<file path="src/rtl/pipe_ctrl.sv">
// Stall/flush sequencer for the five-stage pipeline: hazard arbitration, drain-and-halt, timeout.
// Optional performance counters are built when PIPE_CTRL_PERF_EN is defined.
module pipe_ctrl #(
   parameter int unsigned DRAIN_CYCLES = 4,
   parameter int unsigned TIMEOUT      = 255,
   parameter int unsigned CNT_W        = 32
) (
   input  logic             clk,
   input  logic             rst,
   input  logic             id_stall_req,
   input  logic             ex_stall_req,
   input  logic             mem_stall_req,
   input  logic             flush_req,
   input  logic             halt_req,
   output logic [4:0]       stall_o,
   output logic [4:0]       bubble_o,
   output logic             halted_o,
   output logic             timeout_o,
   output logic [CNT_W-1:0] perf_stall_cnt_o,
   output logic [CNT_W-1:0] perf_flush_cnt_o
);

   typedef enum logic [1:0] {StRun, StFlushPend, StDrain, StHalted} state_e;

   localparam logic [4:0] FlushBubble = 5'b00110;

   state_e     state_q, state_d;
   logic [7:0] drain_q, drain_d;
   logic [7:0] to_cnt_q, to_cnt_d;
   logic       timeout_q, timeout_d;
   logic [4:0] stall_pat, bubble_pat;
   logic [4:0] stall_raw, bubble_raw;
   logic       ex_mem_req, any_req, flush_applied;

   assign ex_mem_req = ex_stall_req | mem_stall_req;
   assign any_req    = ex_mem_req | id_stall_req;

   always_comb begin
      stall_pat  = 5'b00000;
      bubble_pat = 5'b00000;
      if (mem_stall_req) begin
         stall_pat  = 5'b01111;
         bubble_pat = 5'b10000;
      end else if (ex_stall_req) begin
         stall_pat  = 5'b00111;
         bubble_pat = 5'b01000;
      end else if (id_stall_req) begin
         stall_pat  = 5'b00011;
         bubble_pat = 5'b00100;
      end
   end

   always_comb begin
      state_d       = state_q;
      drain_d       = drain_q;
      stall_raw     = stall_pat;
      bubble_raw    = bubble_pat;
      flush_applied = 1'b0;
      unique case (state_q)
         StRun: begin
            if (ex_mem_req) begin
               if (flush_req) state_d = StFlushPend;
            end else if (flush_req) begin
               // The flush squashes any load-use stall in ID.
               stall_raw     = 5'b00000;
               bubble_raw    = FlushBubble;
               flush_applied = 1'b1;
            end else if (!id_stall_req && halt_req) begin
               state_d = StDrain;
               drain_d = 8'(DRAIN_CYCLES);
            end
         end
         StFlushPend: begin
            if (!ex_mem_req) begin
               stall_raw     = 5'b00000;
               bubble_raw    = FlushBubble;
               flush_applied = 1'b1;
               state_d       = StRun;
            end
         end
         StDrain: begin
            if (flush_req && !ex_mem_req) begin
               // PC must take the redirect target, so release it for this cycle.
               stall_raw     = 5'b00000;
               bubble_raw    = FlushBubble;
               flush_applied = 1'b1;
               drain_d       = 8'(DRAIN_CYCLES);
            end else begin
               stall_raw  = stall_pat | 5'b00001;
               bubble_raw = bubble_pat | 5'b00010;
               if (flush_req) begin
                  state_d = StFlushPend;
               end else if (!ex_mem_req) begin
                  if (drain_q <= 8'd1) state_d = StHalted;
                  else drain_d = drain_q - 8'd1;
               end
            end
            if (!halt_req && state_d != StFlushPend) state_d = StRun;
         end
         StHalted: begin
            stall_raw  = 5'b00001;
            bubble_raw = 5'b00010;
            if (!halt_req) state_d = StRun;
         end
         default: state_d = StRun;
      endcase
   end

   always_comb begin
      if (!any_req) to_cnt_d = 8'd0;
      else if (to_cnt_q == 8'hff) to_cnt_d = to_cnt_q;
      else to_cnt_d = to_cnt_q + 8'd1;
      timeout_d = timeout_q | (any_req && ({24'd0, to_cnt_d} >= TIMEOUT));
   end

   always_ff @(posedge clk or negedge rst) begin
      if (!rst) begin
         state_q   <= StRun;
         drain_q   <= 8'd0;
         to_cnt_q  <= 8'd0;
         timeout_q <= 1'b0;
      end else begin
         state_q   <= state_d;
         drain_q   <= drain_d;
         to_cnt_q  <= to_cnt_d;
         timeout_q <= timeout_d;
      end
   end

   // Combinational outputs are forced low while reset is held.
   assign stall_o   = rst ? stall_raw : 5'b00000;
   assign bubble_o  = rst ? bubble_raw : 5'b00000;
   assign halted_o  = (state_q == StHalted);
   assign timeout_o = timeout_q;

`ifdef PIPE_CTRL_PERF_EN
   logic [CNT_W-1:0] stall_cnt_q, stall_cnt_d;
   logic [CNT_W-1:0] flush_cnt_q, flush_cnt_d;
   logic             stall_inc;

   assign stall_inc = stall_raw[0] && (state_q != StHalted);

   always_comb begin
      stall_cnt_d = stall_cnt_q + {{(CNT_W-1){1'b0}}, stall_inc};
      flush_cnt_d = flush_cnt_q + {{(CNT_W-1){1'b0}}, flush_applied};
   end

   always_ff @(posedge clk or negedge rst) begin
      if (!rst) begin
         stall_cnt_q <= '0;
         flush_cnt_q <= '0;
      end else begin
         stall_cnt_q <= stall_cnt_d;
         flush_cnt_q <= flush_cnt_d;
      end
   end

   assign perf_stall_cnt_o = stall_cnt_q;
   assign perf_flush_cnt_o = flush_cnt_q;
`else
   logic unused_perf;
   assign unused_perf      = flush_applied;
   assign perf_stall_cnt_o = '0;
   assign perf_flush_cnt_o = '0;
`endif

endmodule

</file>
<file path="config.mk">
export PLATFORM = sky130hd
export DESIGN_NAME = pipe_ctrl
export DESIGN_NICKNAME = d
export VERILOG_FILES = /design/src/rtl/pipe_ctrl.sv
export SDC_FILE = /design/constraint.sdc
export NUM_CORES = 1
export LEC_CHECK = 0
export CORE_MARGIN = 10
export CORE_UTILIZATION = 45
export CTS_CLUSTER_DIAMETER = 50
export DETAILED_ROUTE_END_ITERATION = 7
export HOLD_SLACK_MARGIN = 0.15
export PLACE_DENSITY = 0.86
export SETUP_SLACK_MARGIN = 0.02
export SLEW_MARGIN = 20
export SYNTH_ARGS = -nofsm -noshare
export SYNTH_HDL_FRONTEND = slang
export SYNTH_SLANG_ARGS = --single-unit
</file>
<file path="constraint.sdc">
create_clock -name clk -period 4.65 [get_ports clk]
set_clock_uncertainty 0.2 [all_clocks]
set_input_delay 0.93 -clock clk [delete_from_list [all_inputs] [get_ports clk]]
set_output_delay 0.93 -clock clk [all_outputs]
set_load 0.03 [all_outputs]
</file>
## After elaboration in Yosys (flattened, before gate mapping)

Index checks and enable logic that the tools add are counted.

- Output and inout port bits: 76
- Register bits: 19
- Bits of input ports: 7
- Word-level logic and storage cells: 79

- Mux-type cells: 41
- Equal/unequal tests: 16
- Order comparisons: 2
- Reduce and logical (&&, ||, !) cells: 11
- Add/sub/neg operators: 2
- Bitwise gates (word level): 3

Operators with widths:

| cell | count |
|---|---|
| $mux 8 | 9 |
| $mux 5 | 12 |
| $pmux 5 s4 | 2 |
| $mux 2 | 13 |
| $ne 3x3->1 const B | 6 |
| $pmux 8 s2 | 1 |
| $ne 2x2->1 const B | 5 |
| $add 8x1->8 const B | 1 |
| $eq 8x8->1 const B | 1 |
| $ge 8x8->1 const B | 1 |
| $le 8x1->1 const B | 1 |
| $pmux 2 s4 | 1 |
| $sub 8x1->8 const B | 1 |
| $reduce_and 7->1 | 1 |
| $mux 3 | 2 |
| $reduce_and 5->1 | 1 |
| $eq 2x2->1 const B | 2 |
| $logic_and 1x1->1 | 4 |
| $mux 4 | 1 |
| $logic_not 1->1 | 3 |
| $or 1x1->1 | 3 |
| $eq 2x1->1 const B | 1 |
| $logic_not 2->1 | 1 |
| $ne 2x1->1 const B | 1 |
| $reduce_bool 2->1 | 1 |

## Longest topological paths before layout

Gate-level depths: netlist of run 1.

- Depth in word-level cells: 10
- Gate-level depth with buffers: 7
- Mapped depth without buffers: 6

## Worst setup path before layout of run 1

Ideal clock, no wire load.

- Path type: input -> output
- Start: in mem_stall_req
- End: out bubble_o[2]
- Arrival: 2.075 ns
- Data required time: 3.520 ns
- Cell stages on the path: 3
- Path buffers: 1
- Setup slack: 1.445 ns
- Cell sequence: or2_2 clkbuf_1 nor3_1

- Word-level cells in the longest chain between the ends: 6
- Elaborated cells between the ends (all ways): 10
- Those cells by class: mux (7); bitwise (1); reduce/logical (2)

Ends and longest elaborated chain:

| element | line | RTL |
|---|---|---|
| start: declaration | 12 | `input logic mem_stall_req,` |
| $or 1x1->1 | 35 | `assign ex_mem_req = ex_stall_req \| mem_stall_req;` |
| $logic_not 1->1 | -- |  |
| $logic_and 1x1->1 | 82 | `if (flush_req && !ex_mem_req) begin` |
| $mux 5 | 82 |  |
| $pmux 5 s4 (*) | 59 | `unique case (state_q)` |
| $mux 5 (*) | 132 | `assign bubble_o = rst ? bubble_raw : 5'b00000;` |
| end: declaration | 16 | `output logic [4:0] bubble_o,` |

Every way passes the cells marked *; elsewhere a longest branch is shown, timed or not.

## Worst setup path in the final report of run 1

- Start: in mem_stall_req
- End: out stall_o[1]

- Word-level cells in the longest chain between the ends: 6
- Elaborated cells between the ends (all ways): 10
- Those cells by class: mux (7); bitwise (1); reduce/logical (2)

Ends and longest elaborated chain:

| element | line | RTL |
|---|---|---|
| $or 1x1->1 | 35 |  |
| $logic_not 1->1 | -- |  |
| $logic_and 1x1->1 | 82 |  |
| $mux 5 | 82 |  |
| $pmux 5 s4 (*) | 59 |  |
| $mux 5 (*) | 131 | `assign stall_o = rst ? stall_raw : 5'b00000;` |
| end: declaration | 15 | `output logic [4:0] stall_o,` |

Marked as above.

==> flow_metrics.py, run 1 <==
metrics = {
    "synthesis": {
        "synth_top_area_share": 0.285,
        "yosys.area.top_type": "buf_4",
        "synth_area_leaders": "buf_4, dfrtp_1, o21ai_0, mux2i_1, ha_1",
        "postSynthAreaPerCell_um2": 8.41,
        "syn-cell-area_mm2": 0.00179,
        "synth-seq-cells": 19,
        "yosysSeqAreaShare": 0.266,
        "synth_most_common_cell": "buf_4",
        "synth_edf_count": 0,
        "syn_inst": 213,
        "async_flop_share": 1.00,
        "synth_common_cells": "buf_4, dfrtp_1, o21ai_0",
        "synth_top_flop_cell": "dfrtp_1",
        "ys_types": 50,
        "yosys_warnings": 0,
    },
    "route": {
        "topRoutingLayerUsed": "met4",
        "drt_iter0_markers": 116,
        "routed_via_density": 4.88,
        "wl_met2_um": 1800,
        "met3_length_um": 319,
        "drt-pass1-iter-count": 4,
        "finalWirelength_um": 3820,
        "detail_route.wl_per_cell_um": 14.1,
        "drc_errors": 0,
        "wl_met1_um": 1640,
        "vias": 1328,
        "ant_nets": 0,
    },
    "critical_path": {
        "setup.worst_path.start_class": "input port",
        "critPathKind": "input port to output pin",
        "cpPeakStageDelay_ns": 0.59,
        "worst_path_most_repeated_cell": "clkdlybuf4s50_1",
        "reg2reg_slack_ns": 2.08,
        "path_max_fanout": 7,
        "r2r_end": "drain_q[5]$_DFFE_PN0P_",
        "worstReg2RegStart": "drain_q[2]$_DFFE_PN0P_",
        "crit_arrival_ns": 2.77,
        "worst-path-buf-inv": 2,
        "critPathRequiredTime_ns": 3.52,
        "end_kind": "output pin",
        "cp_slowest_cell": "clkdlybuf4s50_1",
        "path_cells": "clkdlybuf4s50_1, or2_2, a21oi_1, o22ai_1, and2_1, clkdlybuf4s50_1",
        "reg2regPathDepth": 4,
        "path_delay_family": "buffers and inverters",
    },
    "clock_tree": {
        "clk_pin_slew_ns": 0.07,
        "clkSinkCount": 19,
        "cts_inserted_buffers": 3,
        "post_cts.repair.setup_buffers": 0,
        "postCtsHoldBufs": 0,
        "htree_levels": 1,
        "cts_tree": "yes",
        "cts-root-buf": "clkbuf_8",
        "clkLatencyLatePin_ns": 0.26,
        "cts_resized": 0,
        "clockBufferDepth": 2,
    },
    "die": {
        "initial_core_util": 0.478,
        "coreArea_mm2": 0.00374,
        "io_pins": 83,
        "die_area_mm2": 0.00690,
        "die_height_um": 83.1,
        "die_w_um": 83.1,
        "rows": 22,
    },
    "timing": {
        "tightestPinTransition_ns": 0.909,
        "rsz0062_at_grt": "false",
        "setup_viol": 0,
        "max-slew-margin-rel": 0.389,
        "min_period_over_period": 0.838,
        "fin_setup_tns_ns": 0,
        "fmax_mhz": 257,
        "hold_viol_final": 0,
        "slew_viol_final": 0,
        "fin_crit_ns": 3.90,
    },
    "place": {
        "numPlacedInstances": 268,
        "hpwl_um": 2970,
        "gp_congestion": 0.870,
        "io_buffers": 16,
    },
    "global_route": {
        "grt_use_total": 0.107,
        "antenna_found_initial": 0,
        "grt_max_degree": 19,
        "grt_overflow": 0,
        "grt_pass1_vias": 1291,
        "grt_pass1_wl_um": 6350,
    },
    "pwr": {
        "cellInternalPower_mw": 0.339,
        "p_seq_frac": 0.406,
        "power_leakage_nw": 0.821,
        "clock_power_share": 0.190,
        "power_density_mw_per_mm2": 352,
        "p_sw_mw": 0.286,
        "netSwitchingFraction": 0.458,
        "power_frac_comb": 0.404,
        "vdd_drop_max_mv": 0.135,
    },
    "job": {
        "drv_cap": 0,
    },
    "finish": {
        "n_antenna_cell": 0,
        "final_nets": 235,
        "syn_to_final_growth_pct": -0.909,
        "drive_gt1_frac": 0.0580,
        "final-instance-count-excl-fill": 272,
    },
    "worst_hold_path": {
        "hold_start": "timeout_o$_DFF_PN0_",
        "whs_endpoint": "timeout_o$_DFF_PN0_",
        "worstHoldPathType": "flop to flop",
        "hold_depth": 1,
    },
    "outcome": {
        "status": "completed",
    },
}
[power by group through the flow]
stage	combinational [mW]	sequential, mW	clock, mW
2_1_floorplan	0.261	0.234	0
3_3_place_gp	0.242	0.251	0
3_5_place_dp	0.250	0.253	0
4_1_cts	0.250	0.253	0.122
5_1_grt	0.278	0.261	0.129
6_report	0.252	0.254	0.119
[sequential cells by signal (all words and copies together) (netlist names)]
register and flops:
drain_q 8, to_cnt_q 8, state_q 2, timeout_o 1
[final cells by class]
class / count / area (µm²)
Multi-Input combinational cell: 178 / 1000
Fill cell: 389 / 1970
Tap cell: 48 / 60.1
Clock buffer: 3 / 41.3
Clock inverter: 1 / 5.00
Sequential cell: 19 / 475
Inverter: 6 / 22.5
Timing Repair Buffer: 17 / 168
[kinds of logic after synthesis]
group | count (synthesis) | share of synthesized area
AO/OA/AOI/OAI | 50 | 0.189
multiplexers | 5 | 0.0280
buffers and inverters | 81 | 0.313
flip-flops | 19 | 0.266
AND/OR/NAND/NOR | 53 | 0.176
other | 1 | 0.00209
XOR/XNOR | 1 | 0.00489
adder cells (fa/ha/maj) | 3 | 0.0210
[routing by layer]
layer,track usage,vias up
met5,0,-
met4,0.0538,0
met3,0.0410,5
met2,0.169,55
met1,0.123,621
li1,-,647
[cell usage in the layout, fill, tap and decap left out, types with 2 or more instances in the layout]
cell,count
mux2i_1,5
clkdlybuf4s50_1,16
o21bai_1,4
a2111oi_0,2
nand3_1,3
o21ai_0,13
nand2b_1,2
a21o_1,2
a211oi_1,4
a21boi_0,3
nor2_1,8
a31oi_1,5
and3_1,3
nand2_1,9
and2_1,3
a21oi_1,6
ha_1,3
inv_1,6
clkbuf_8,3
nor3_1,5
nand4_1,2
or3_1,2
dfrtp_1,19
conb_1,66
or4_1,3
[how the worst max path moves through the flow]
stage	startpoint	endpoint	slack [ns]	depth (start not counted)
global route	mem_stall_req	stall_o[1]	0.70	6
floorplan	mem_stall_req	bubble_o[2]	1.44	3
global placement	mem_stall_req	stall_o[1]	0.79	6
CTS	mem_stall_req	stall_o[1]	0.77	6
finish	mem_stall_req	stall_o[1]	0.75	6
detailed placement	mem_stall_req	stall_o[1]	0.78	6
[per-stage QoR]
step	hold WS [ns]	utilization	instance area (µm²)	worst slack (ns)	power, mW
2_1_floorplan	0.311	-	2030	1.44	0.495
3_3_place_gp	0.252	0.461	1720	0.788	0.494
3_5_place_dp	0.257	0.461	1720	0.779	0.503
4_1_cts	0.273	0.473	1770	0.771	0.624
5_1_grt	0.313	0.474	1770	0.697	0.668
6_report	0.270	0.474	1770	0.752	0.625
Power figures use the tool's default switching activity.
==> run 2, diff against run 1 <==
--- a/config.mk
+++ b/config.mk
@@ -6,11 +6,11 @@
 export NUM_CORES = 1
 export LEC_CHECK = 0
 export CORE_MARGIN = 10
-export CORE_UTILIZATION = 45
+export CORE_UTILIZATION = 38
 export CTS_CLUSTER_DIAMETER = 50
 export DETAILED_ROUTE_END_ITERATION = 7
 export HOLD_SLACK_MARGIN = 0.15
-export PLACE_DENSITY = 0.86
+export PLACE_DENSITY = 0.78
 export SETUP_SLACK_MARGIN = 0.02
 export SLEW_MARGIN = 20
 export SYNTH_ARGS = -nofsm -noshare
==> constraint.sdc (replaced) <==
create_clock -name clk -period 3.5 [get_ports clk]
set_clock_uncertainty 0.2 [all_clocks]
set_input_delay 0.7 -clock clk [delete_from_list [all_inputs] [get_ports clk]]
set_output_delay 0.7 -clock clk [all_outputs]
set_load 0.03 [all_outputs]
==> run 2 against run 1 <==
Effect of this change:
- wire length shrank 4.9%
- total power rose by 32%
- critical path depth stayed put
- first-iteration DRC count is 3.4% higher
- via count shrank 0.83%
- cell count up 1.8%
- clock power increased by 29%
==> flow_metrics.py, run 2 (synthesis gave the netlist of run 1 again) <==
metrics = {
    "place": {
        "placed_cell_area_mm2": 0.00172,
        "io_buffers": 16,
        "pre_cts_ws_ns": 0.476,
        "gp_congestion": 0.892,
        "hpwl_um": 2890,
    },
    "critical_path": {
        "critical_path.startpoint": "mem_stall_req",
        "setup.worst_path.start_class": "input port",
        "crit_arrival_ns": 2.11,
        "path_max_fanout": 7,
        "reg2reg_slack_ns": 1.13,
        "critPathRequiredTime_ns": 2.60,
        "critPathKind": "input port to output pin",
        "end_kind": "output pin",
        "reg2regPathDepth": 4,
        "endpoint": "stall_o[1]",
        "worstReg2RegStart": "state_q[0]$_DFFE_PN0P_",
        "r2r_end": "drain_q[5]$_DFFE_PN0P_",
    },
    "global_route": {
        "grt_pass1_wl_um": 5400,
        "grt_overflow": 0,
        "antenna_found_initial": 0,
        "grt_max_degree": 20,
        "grt_pass1_vias": 1156,
        "grt_use_total": 0.0848,
    },
    "timing": {
        "layout_setup_ws_ns": 0.487,
        "hold_viol_final": 0,
        "setup_viol": 0,
        "fin_setup_tns_ns": 0,
        "tightestPinTransition_ns": 1.07,
        "fin_crit_ns": 3.01,
        "slew_viol_final": 0,
        "rsz0062_at_grt": "false",
        "max-slew-margin-rel": 0.288,
        "min_period_over_period": 0.861,
        "fmax_mhz": 332,
    },
    "die": {
        "die_area_mm2": 0.00786,
        "die_height_um": 88.6,
        "initial_core_util": 0.403,
        "io_pins": 83,
        "die_w_um": 88.6,
        "coreArea_mm2": 0.00444,
        "rows": 24,
    },
    "pwr": {
        "power_leakage_nw": 0.838,
        "vdd_drop_max_mv": 0.178,
        "power_density_mw_per_mm2": 469,
    },
    "route": {
        "drt_iter0_markers": 120,
        "drt-pass1-iter-count": 4,
        "routed_via_density": 4.75,
        "finalWirelength_um": 3630,
        "detail_route.wl_per_cell_um": 13.1,
        "drc_errors": 0,
        "ant_nets": 0,
        "vias": 1317,
    },
    "outcome": {
        "status": "completed",
    },
    "clock_tree": {
        "clkSinkCount": 19,
        "cts_tree": "yes",
        "clk_pin_slew_ns": 0.07,
        "postCtsHoldBufs": 0,
        "cts_resized": 0,
        "clkLatencyLatePin_ns": 0.26,
        "cts_inserted_buffers": 3,
        "clockBufferDepth": 2,
        "cts-root-buf": "clkbuf_8",
        "post_cts.repair.setup_buffers": 0,
        "htree_levels": 1,
    },
    "finish": {
        "drive_gt1_frac": 0.0933,
        "syn_to_final_growth_pct": -1.54,
        "fillers": 435,
        "layout_common_cells": "conb_1, dfrtp_1, o21ai_0",
        "reg_top3": "drain_q: 8 flops, to_cnt_q: 8 flops, state_q: 2 flops",
        "fin_area_mm2": 0.00176,
        "mostFrequentLayoutCell": "conb_1",
        "final_nets": 236,
        "n_antenna_cell": 0,
        "final_util": 0.397,
    },
    "worst_hold_path": {
        "worstHoldPathType": "flop to flop",
    },
    "job": {
        "drv_cap": 0,
    },
}
## run 2: cell types whose count changed in the layout (fill, tap and decap cells not counted)
cell	change
a21oi_1	+1
a21oi_2	-1
buf_4	+9
clkdlybuf4s50_1	-8
## run 2: power by group
group	total (mW)	internal (mW)	switching (mW)	leakage (nW)
clock	0.154	0.0793	0.0746	0.0255
combinational	0.340	0.107	0.233	0.566
sequential	0.333	0.268	0.0644	0.246
total	0.826	0.454	0.372	0.838
## run 2: through the flow
stage | cells | power, mW | hold WS [ns]
6_report | 277 | 0.826 | 0.275
3_3_place_gp | 273 | 0.664 | 0.262
3_5_place_dp | 273 | 0.669 | 0.259
4_1_cts | 277 | 0.827 | 0.279
2_1_floorplan | 278 | 0.658 | 0.204
5_1_grt | 277 | 0.887 | 0.290
## run 2: final cells by class
cell class | instances | area [µm²] | share of cell area
Sequential cell | 19 | 475 | 0.270
Multi-Input combinational cell | 178 | 998 | 0.566
Clock inverter | 1 | 5.00 | 0.00284
Timing Repair Buffer | 18 | 155 | 0.0880
Tap cell | 52 | 65.1 | 0.0369
Inverter | 6 | 22.5 | 0.0128
Clock buffer | 3 | 41.3 | 0.0234
## run 2: worst min-delay path by stage
stage / start / end / cells past startpoint / slack, ns
2_1_floorplan: rst / drain_q[0]$_DFFE_PN0P_ / 0 / 0.20
3_3_place_gp: timeout_o$_DFF_PN0_ / timeout_o$_DFF_PN0_ / 1 / 0.26
3_5_place_dp: timeout_o$_DFF_PN0_ / timeout_o$_DFF_PN0_ / 1 / 0.26
4_1_cts: timeout_o$_DFF_PN0_ / timeout_o$_DFF_PN0_ / 1 / 0.28
5_1_grt: timeout_o$_DFF_PN0_ / timeout_o$_DFF_PN0_ / 1 / 0.29
6_report: timeout_o$_DFF_PN0_ / timeout_o$_DFF_PN0_ / 1 / 0.28
## run 2: layer usage
layer | up-vias | track usage | share of wire
li1 | 644 | - | -
met1 | 601 | 0.102 | 0.42
met2 | 68 | 0.129 | 0.46
met3 | 4 | 0.0257 | 0.11
met4 | 0 | 0.0543 | 0.020
met5 | - | 0 | 0
## run 2: worst max-delay path, stage by stage
cell,delay [ns]
clkdlybuf4s50_1,0.48
or2_2,0.39
a21oi_1,0.13
o22ai_1,0.09
and2_1,0.16
buf_4,0.16
